===== src/rtl/product_accumulator_pkg.sv =====
// product_accumulator_pkg
//   Shared defaults and state encoding for the product accumulator (MAC stage
//   behind the 4x4 array multiplier).
//   Contents: PROD_W_DEF / ACC_W_DEF / LEN_W_DEF widths, state_t FSM encoding.
package product_accumulator_pkg;

    localparam int PROD_W_DEF = 8;
    localparam int ACC_W_DEF  = 16;
    localparam int LEN_W_DEF  = 4;

    // 2'd3 is unused and is steered back to IDLE by the FSM.
    typedef enum logic [1:0] {
        IDLE  = 2'd0,
        ACCUM = 2'd1,
        DONE  = 2'd2
    } state_t;

endpackage


===== src/rtl/product_accumulator_sat.sv =====
// sat_adder
//   Combinational saturating add of an ACC_W accumulator and a PROD_W product.
//   Ports:
//     a    in  ACC_W   running accumulator
//     b    in  PROD_W  product, zero-extended
//     sum  out ACC_W   a+b, clamped to all ones on carry-out
//     sat  out 1       carry-out occurred (sum was clamped)
module sat_adder #(
    parameter int ACC_W  = 16,
    parameter int PROD_W = 8
) (
    input  logic [ACC_W-1:0]  a,
    input  logic [PROD_W-1:0] b,
    output logic [ACC_W-1:0]  sum,
    output logic              sat
);

    // One extra bit is enough: a <= 2**ACC_W-1 and b < 2**PROD_W <= 2**ACC_W.
    logic [ACC_W:0] full;

    assign full = {1'b0, a} + (ACC_W+1)'(b);
    assign sat  = full[ACC_W];
    assign sum  = sat ? '1 : full[ACC_W-1:0];

endmodule


===== src/rtl/product_accumulator.sv =====
// product_accumulator
//   Sums a burst of len products from the multiplier into a saturating
//   accumulator and holds the total on a valid/ready result port.
//   Ports:
//     clk, rst_n          clock, async active-low reset
//     ena                 1 = run, 0 = freeze (prod_ready forced low)
//     start, len          begin a burst of len products (sampled in IDLE)
//     prod, prod_valid,
//     prod_ready          product input handshake
//     acc_out, acc_valid,
//     acc_ready           result handshake; acc_out holds after acceptance
//     overflow            burst saturated, valid with acc_valid
//     busy                FSM not in IDLE
module product_accumulator
    import product_accumulator_pkg::*;
#(
    parameter int PROD_W = PROD_W_DEF,
    parameter int ACC_W  = ACC_W_DEF,
    parameter int LEN_W  = LEN_W_DEF
) (
    input  logic              clk,
    input  logic              rst_n,
    input  logic              ena,
    input  logic              start,
    input  logic [LEN_W-1:0]  len,
    input  logic [PROD_W-1:0] prod,
    input  logic              prod_valid,
    output logic              prod_ready,
    output logic [ACC_W-1:0]  acc_out,
    output logic              acc_valid,
    input  logic              acc_ready,
    output logic              overflow,
    output logic              busy
);

    state_t             state;
    logic [ACC_W-1:0]   acc;
    logic [LEN_W-1:0]   count;
    logic [LEN_W-1:0]   len_q;
    logic [LEN_W-1:0]   len_m1;
    logic [ACC_W-1:0]   sum;
    logic               sat;

    sat_adder #(
        .ACC_W  (ACC_W),
        .PROD_W (PROD_W)
    ) u_sat_adder (
        .a   (acc),
        .b   (prod),
        .sum (sum),
        .sat (sat)
    );

    // len_q is nonzero whenever we are in ACCUM, so len_m1 never wraps there.
    assign len_m1 = len_q - LEN_W'(1);

    always_ff @(posedge clk or negedge rst_n) begin
        if (!rst_n) begin
            state    <= IDLE;
            acc      <= '0;
            count    <= '0;
            len_q    <= '0;
            overflow <= 1'b0;
        end else if (ena) begin
            case (state)
                IDLE: begin
                    if (start) begin
                        acc      <= '0;
                        overflow <= 1'b0;
                        count    <= '0;
                        len_q    <= len;
                        state    <= (len != '0) ? ACCUM : DONE;
                    end
                end
                ACCUM: begin
                    // prod_ready == ena here, so prod_valid alone is the handshake.
                    if (prod_valid) begin
                        acc      <= sum;
                        overflow <= overflow | sat;
                        count    <= count + LEN_W'(1);
                        if (count == len_m1)
                            state <= DONE;
                    end
                end
                DONE: begin
                    // start in this cycle is deliberately dropped; we only
                    // sample it from IDLE.
                    if (acc_ready)
                        state <= IDLE;
                end
                default: state <= IDLE;
            endcase
        end
    end

    assign prod_ready = (state == ACCUM) && ena;
    assign acc_valid  = (state == DONE);
    assign busy       = (state != IDLE);
    assign acc_out    = acc;

endmodule


===== config.mk =====
export PLATFORM = sky130hd
export DESIGN_NAME = product_accumulator
export DESIGN_NICKNAME = d
export VERILOG_FILES = /design/src/rtl/product_accumulator_pkg.sv /design/src/rtl/product_accumulator_sat.sv /design/src/rtl/product_accumulator.sv
export SDC_FILE = /design/constraint.sdc
export NUM_CORES = 1
export LEC_CHECK = 0
export CORE_ASPECT_RATIO = 2
export CORE_MARGIN = 2
export CORE_UTILIZATION = 51
export DETAILED_ROUTE_END_ITERATION = 8
export PLACE_DENSITY_LB_ADDON = 0.3
export SLEW_MARGIN = 20
export SYNTH_ARGS = -nofsm -noshare
export SYNTH_HDL_FRONTEND = slang
export SYNTH_SLANG_ARGS = --single-unit

===== constraint.sdc =====
create_clock -name clk -period 2.95 [get_ports clk]
set_input_delay 0.59 -clock clk [delete_from_list [all_inputs] [get_ports clk]]
set_output_delay 0.59 -clock clk [all_outputs]
set_load 0.01 [all_outputs]

==> summary.md, run 1 <==
| Metric | Value |
|---|---|
| Worst Hold Class | reg2reg |
| DRC viols | 0 |
| Largest net degree at the start of global routing | 28 |
| Top delay family on crit path | buffers and inverters |
| Most common cell after layout, fill and taps aside | clkdlybuf4s50_1 |
| Synthesized Nets | 230 |
| Outcome | finished, final reports clean |
| Global-route wire length before repair | 7460 µm |
| Reg clk slew, reported paths | 0.09 ns |
| Final instance area | 2230 µm² |
| DRT Pass-1 Iters | 4 |
| GR Layer Usage met2 | 43.8% |
| CTS Buf Count | 3 |
| Post-CTS Hold Buffers | 0 |
| Row cnt | 30 |
| Fin crit period | 2.58 ns |
| Post-synth ARST share | 100% |
| Crit-path most repeated cell | clkdlybuf4s50_1 |
| CTS resizes | 0 |
| Gpl congestion | 0.879 |
| Sequential area share after synthesis | 38.2% |
| WL/cell | 16.4 µm |
| Final Hold Vio Count | 0 |
| Initial Util | 53.0% |
| Post-synth EDFFs | 0 |
| Die width | 45.6 µm |
| Die area | 3980 µm² |
| RSZ-0062 raised after global routing | no |
| Leak Pwr | 0.997 nW |
| Commonest non-fill, non-tap cells in the layout | clkdlybuf4s50_1, nand2_1, dfrtp_1, a21oi_1 |
| Die height | 87.3 µm |
| Syn Inst Count | 201 |
| CTS H-tree depth | 1 |
| Kind of start point of the critical path | primary input |
| Slew margin rel. | 68.4% |
| CTS sink cnt | 27 |
| Root Driver | clkbuf_8 |
| Slowest stage cell on the critical path | clkdlybuf4s50_1 |
| Vias post-DR | 1735 |
| Pwr per Cell Area | 789 nW/µm² |
| Worst setup EP type | primary output |
| Post-Route Skew | 0.00673 ns |
| # IOs | 38 |
| Buf/Inv on CP | 2 |
| Main synth FF type | dfrtp_1 |
| DRT iter0 DRCs | 45 |
| Clock Latency Late Sink | 0.28 ns |
| Max clock buf depth | 2 |
| WL final | 4450 µm |
| Antenna Cells | 0 |
| Global-route track usage on met3 | 1.87% |
| Fmax | 0.387 GHz |
| # Max-Cap Violations | 0 |
| Cell count after placement | 267 |
| Post-Syn Area | 1770 µm² |
| Mean cell area of the mapped netlist | 8.80 µm² |
| Final worst slack | 0.366 ns |
| Dpl cell area | 2190 µm² |
| Crit-path max FO | 5 |
| Post-CTS setup buffers | 0 |
| Setup total negative slack | 0 ns |
| Vias in the first global route | 1720 |
| Worst Path Arrival | 1.99 ns |
| Final net count | 269 |
| Worst-Margin Slew | 0.473 ns |
| Core footprint | 3340 µm² |
| Hold slack | 0.520 ns |
| Critical Path Max Stage Delay | 0.53 ns |
| Dpl hpwl | 3420 µm |
| Critical path class | in2out |
| Port Buf Inserts | 37 |
| Fin. max-slew vios | 0 |
| Final worst-path cycle share | 87.6% |
| Worst VDD drop | 0.560 mV |
| Gr usage total | 25.1% |
| Initial antenna violation count | 0 |
| CTS tree | done |
| Layout cells sized above 1 | 5.44% |
| Fin util | 66.9% |
| Grt ovf | 0 |
| Total power | 1.76 mW |
| Area grow syn2layout | 26.3% |
| Synth cell types | 44 |
| Pre-CTS WS | 0.120 ns |
| Yosys warns | 0 |
| GR peak layer | met2 |
| CP Cell Sequence | clkdlybuf4s50_1 -> nor2b_1 -> and2_1 -> clkdlybuf4s50_1 |
| Met1 global-route usage | 27.5% |
| Via density | 6.40 |
| Crit path required time | 2.36 ns |
| Detail Route Antenna Nets | 0 |
| Fin cells | 271 |
| Yosys reg bits | 27 |
| Endpoints failing setup | 0 |
-- where the power goes --
group	internal (mW)	switching [mW]	total [mW]
logic	0.462	0.477	0.940
registers	0.481	0.128	0.609
clock network	0.0971	0.118	0.215
-- synthesized netlist by cell type (4+ instances only) --
cell type  count  area [µm²]
o211ai_1       6        45.0
nand2_1       28         105
xnor2_1        6        52.6
clkbuf_1       8        30.0
o21ai_0       13        65.1
ha_1          10         125
a21o_1         5        37.5
nor2_1        13        48.8
inv_1          5        18.8
a311oi_1       4        35.0
nand3_1        6        30.0
dfrtp_1       27         676
a21oi_1       20         100
xor2_1         6        52.6
-- layer usage --
layer / share of wire (%) / vias up
li1: - / 815
met1: 36 / 843
met2: 56 / 64
met3: 4.4 / 13
met4: 3.2 / 0
met5: 0 / -
-- cell type report --
| class | instances | area, µm² |
|---|---|---|
| fillers | 283 | 1110 |
| multi-input cells | 159 | 1030 |
| repair buffers | 44 | 423 |
| well taps | 32 | 40.0 |
| clock buffers | 4 | 45.0 |
| inverters | 5 | 18.8 |
| flip-flops and latches | 27 | 676 |
-- path summary, 6_finish.rpt --
check	from	end	slack (ns)	cells past startpoint
worst max-delay path	ena	prod_ready	0.37	4
worst min-delay path	acc_out[0]	acc_out[0]	0.52	2
worst max register to register	acc_out[4]	acc_out[15]	0.72	6
worst min register to register	acc_out[0]	acc_out[0]	0.52	2
max in group asynchronous	rst_n	len_q[3]	2.01	2
min in group asynchronous	rst_n	acc_out[11]	0.69	2
-- worst min-delay path, cell delays in order, from the launching register on --
cell and delay [ns]:
dfrtp_1 0.38, nand2_1 0.05, o21ai_0 0.06
-- sequential cells by signal (all words and copies together), names as in the netlist --
register and flops:
count 4, state 2, acc_out 16, len_q 4
overflow 1
-- logic make-up (layout without fill, tap and decap cells) --
group / Yosys count / count (layout) / synth area share [%]
simple gates: 66 / 66 / 17.5
mux: 1 / 1 / 0.566
fa+ha+maj: 11 / 11 / 8.20
compound gates: 69 / 69 / 26.1
buf+inv: 15 / 53 / 3.47
flops: 27 / 27 / 38.2
xor+xnor: 12 / 12 / 5.94
(Power assumes the default switching activity.)
==> run 2, diff against run 1 <==
--- a/config.mk
+++ b/config.mk
@@ -6,7 +6,7 @@
 export NUM_CORES = 1
 export LEC_CHECK = 0
 export CORE_ASPECT_RATIO = 2
-export CORE_MARGIN = 2
+export CORE_MARGIN = 5
 export CORE_UTILIZATION = 51
 export DETAILED_ROUTE_END_ITERATION = 8
 export PLACE_DENSITY_LB_ADDON = 0.3
@@ -14,3 +14,4 @@
 export SYNTH_ARGS = -nofsm -noshare
 export SYNTH_HDL_FRONTEND = slang
 export SYNTH_SLANG_ARGS = --single-unit
+export TNS_END_PERCENT = 20
==> constraint.sdc (replaced) <==
create_clock -name clk -period 2.5 [get_ports clk]
set_input_delay 0.5 -clock clk [delete_from_list [all_inputs] [get_ports clk]]
set_output_delay 0.5 -clock clk [all_outputs]
set_load 0.01 [all_outputs]
==> summary.md, run 2 (synthesis results as in run 1) <==
| Metric | Value |
|---|---|
| Outcome | finished, final reports clean |
| Initial antenna violation count | 0 |
| Worst setup EP type | flip-flop |
| CTS sink cnt | 27 |
| Kind of start point of the critical path | primary input |
| Via density | 6.06 |
| CTS H-tree depth | 1 |
| WL final | 4800 µm |
| CP Cell Sequence | clkdlybuf4s50_1 -> ha_2 -> nand3_1 -> o211a_1 -> o32a_1 -> or3_4 -> o311ai_2 |
| Storage cell area | 676 µm² |
| Top delay family on crit path | compound AO/OA/AOI/OAI gates |
| Global-route wire length before repair | 7850 µm |
| Fin crit period | 2.41 ns |
| Fillers | 289 |
| Gpl congestion | 0.918 |
| Critical Path Max Stage Delay | 0.41 ns |
| Fin util | 70.4% |
| Root Driver | clkbuf_8 |
| Final Hold Vio Count | 0 |
| Worst-Margin Slew | 0.448 ns |
| Largest net degree at the start of global routing | 28 |
| Worst VDD drop | 0.628 mV |
| Row cnt | 30 |
| Grt ovf | 0 |
| Fmax | 0.415 GHz |
| Dpl cell area | 2310 µm² |
| Gr usage total | 21.2% |
| # Max-Cap Violations | 0 |
| Core footprint | 3380 µm² |
| Final net count | 285 |
| DRT iter0 DRCs | 64 |
| Die height | 93.3 µm |
| WL/cell | 16.7 µm |
| Slew margin rel. | 70.1% |
| Fin. max-slew vios | 0 |
| Leak Pwr | 1.07 nW |
| Commonest non-fill, non-tap cells in the layout | clkdlybuf4s50_1, nand2_1, dfrtp_1, buf_4, a21oi_1 |
| Detail Route Antenna Nets | 0 |
| Worst Hold Class | reg2reg |
| DRC viols | 0 |
| Slowest stage cell on the critical path | clkdlybuf4s50_1 |
| # IOs | 38 |
| Critical path class | in2reg |
| Antenna Cells | 0 |
| Final worst-path cycle share | 96.3% |
| Pre-CTS WS | -0.208 ns |
| Clock Latency Late Sink | 0.28 ns |
| Area of the multi-input gates | 1050 µm² |
| Most common cell after layout, fill and taps aside | clkdlybuf4s50_1 |
| Area grow syn2layout | 34.5% |
| Final worst slack | 0.0916 ns |
| Crit-path max FO | 7 |
| Vias post-DR | 1740 |
| Hold slack | 0.508 ns |
| Dpl hpwl | 3680 µm |
| CTS Buf Count | 3 |
| Post-Route Skew | 0.00539 ns |
| DRT Pass-1 Iters | 4 |
| Initial Util | 52.4% |
| Vias in the first global route | 1765 |
| Pwr per Cell Area | 937 nW/µm² |
| Max FFs per register | 16 |
| Die area | 4820 µm² |
| Final instance area | 2380 µm² |
| Worst Path Arrival | 2.59 ns |
| Port Buf Inserts | 37 |
| Buf/Inv on CP | 1 |
| Endpoints failing setup | 0 |
| Layout cells sized above 1 | 12.5% |
| Crit path required time | 2.68 ns |
| Reg clk slew, reported paths | 0.10 ns |
| CTS tree | done |
| Max clock buf depth | 2 |
| Die width | 51.6 µm |
| Post-CTS setup buffers | 0 |
run 2: changes by cell type in the layout (fill, tap and decap cells not counted):
cell,before,now
clkbuf_1,1,0
buf_4,7,22
a31oi_4,0,1
ha_2,0,1
a31oi_1,3,2
ha_1,10,9
buf_6,0,1
clkinvlp_4,0,1
run 2: metrics by stage:
step	TNS, ns	std cells	total power, mW
final	0	287	2.23
after global routing	-0.00933	287	2.42
after CTS	0	287	2.23
after detailed placement	-1.39	283	1.97
after global placement	-0.610	283	1.94
after floorplan	0	201	1.44
run 2: power by group:
group          internal [mW]  switching [mW]  leakage [nW]  total [mW]
sequential             0.568           0.151         0.354       0.718
combinational          0.653           0.601         0.697        1.25
clock                  0.113           0.144        0.0217       0.257
run 2: layout make-up:
type	instances	share of cell area, %
clock buffers	3	1.74
clock inverters	1	0.315
inverters	5	0.789
multi-input cells	159	44.1
flip-flops and latches	27	28.4
well taps	32	1.68
repair buffers	60	23.0
run 2: worst register-to-register path: stages (launching register included):
cell      delay [ns]
dfrtp_1         0.41
ha_2            0.40
nand3_1         0.09
o211a_1         0.23
o32a_1          0.40
or3_4           0.35
o311ai_2        0.22
run 2: worst paths after layout:
| path | startpoint | end | slack, ns | cells past startpoint |
|---|---|---|---|---|
| worst max-delay path | prod[4] | acc_out[15] | 0.09 | 7 |
| worst min-delay path | len_q[3] | len_q[3] | 0.51 | 2 |
| worst max register to register | acc_out[4] | acc_out[15] | 0.29 | 6 |
| worst min register to register | len_q[3] | len_q[3] | 0.51 | 2 |
| max in group asynchronous | rst_n | acc_out[3] | 1.65 | 2 |
| min in group asynchronous | rst_n | count[2] | 0.58 | 2 |
run 2: per-layer routing:
layer / track usage, % / part of all wire (%) / vias to the layer above
met2: 40.1 / 57 / 56
met4: 8.32 / 2.2 / 0
li1: - / - / 848
met5: 0 / 0 / -
met3: 2.55 / 4.0 / 11
met1: 22.6 / 37 / 825
run 2: what timing repair did:
action,CTS,global route
hold buffers,0,0
endpoints found under the setup margin,0,5
gates resized for setup,0,4
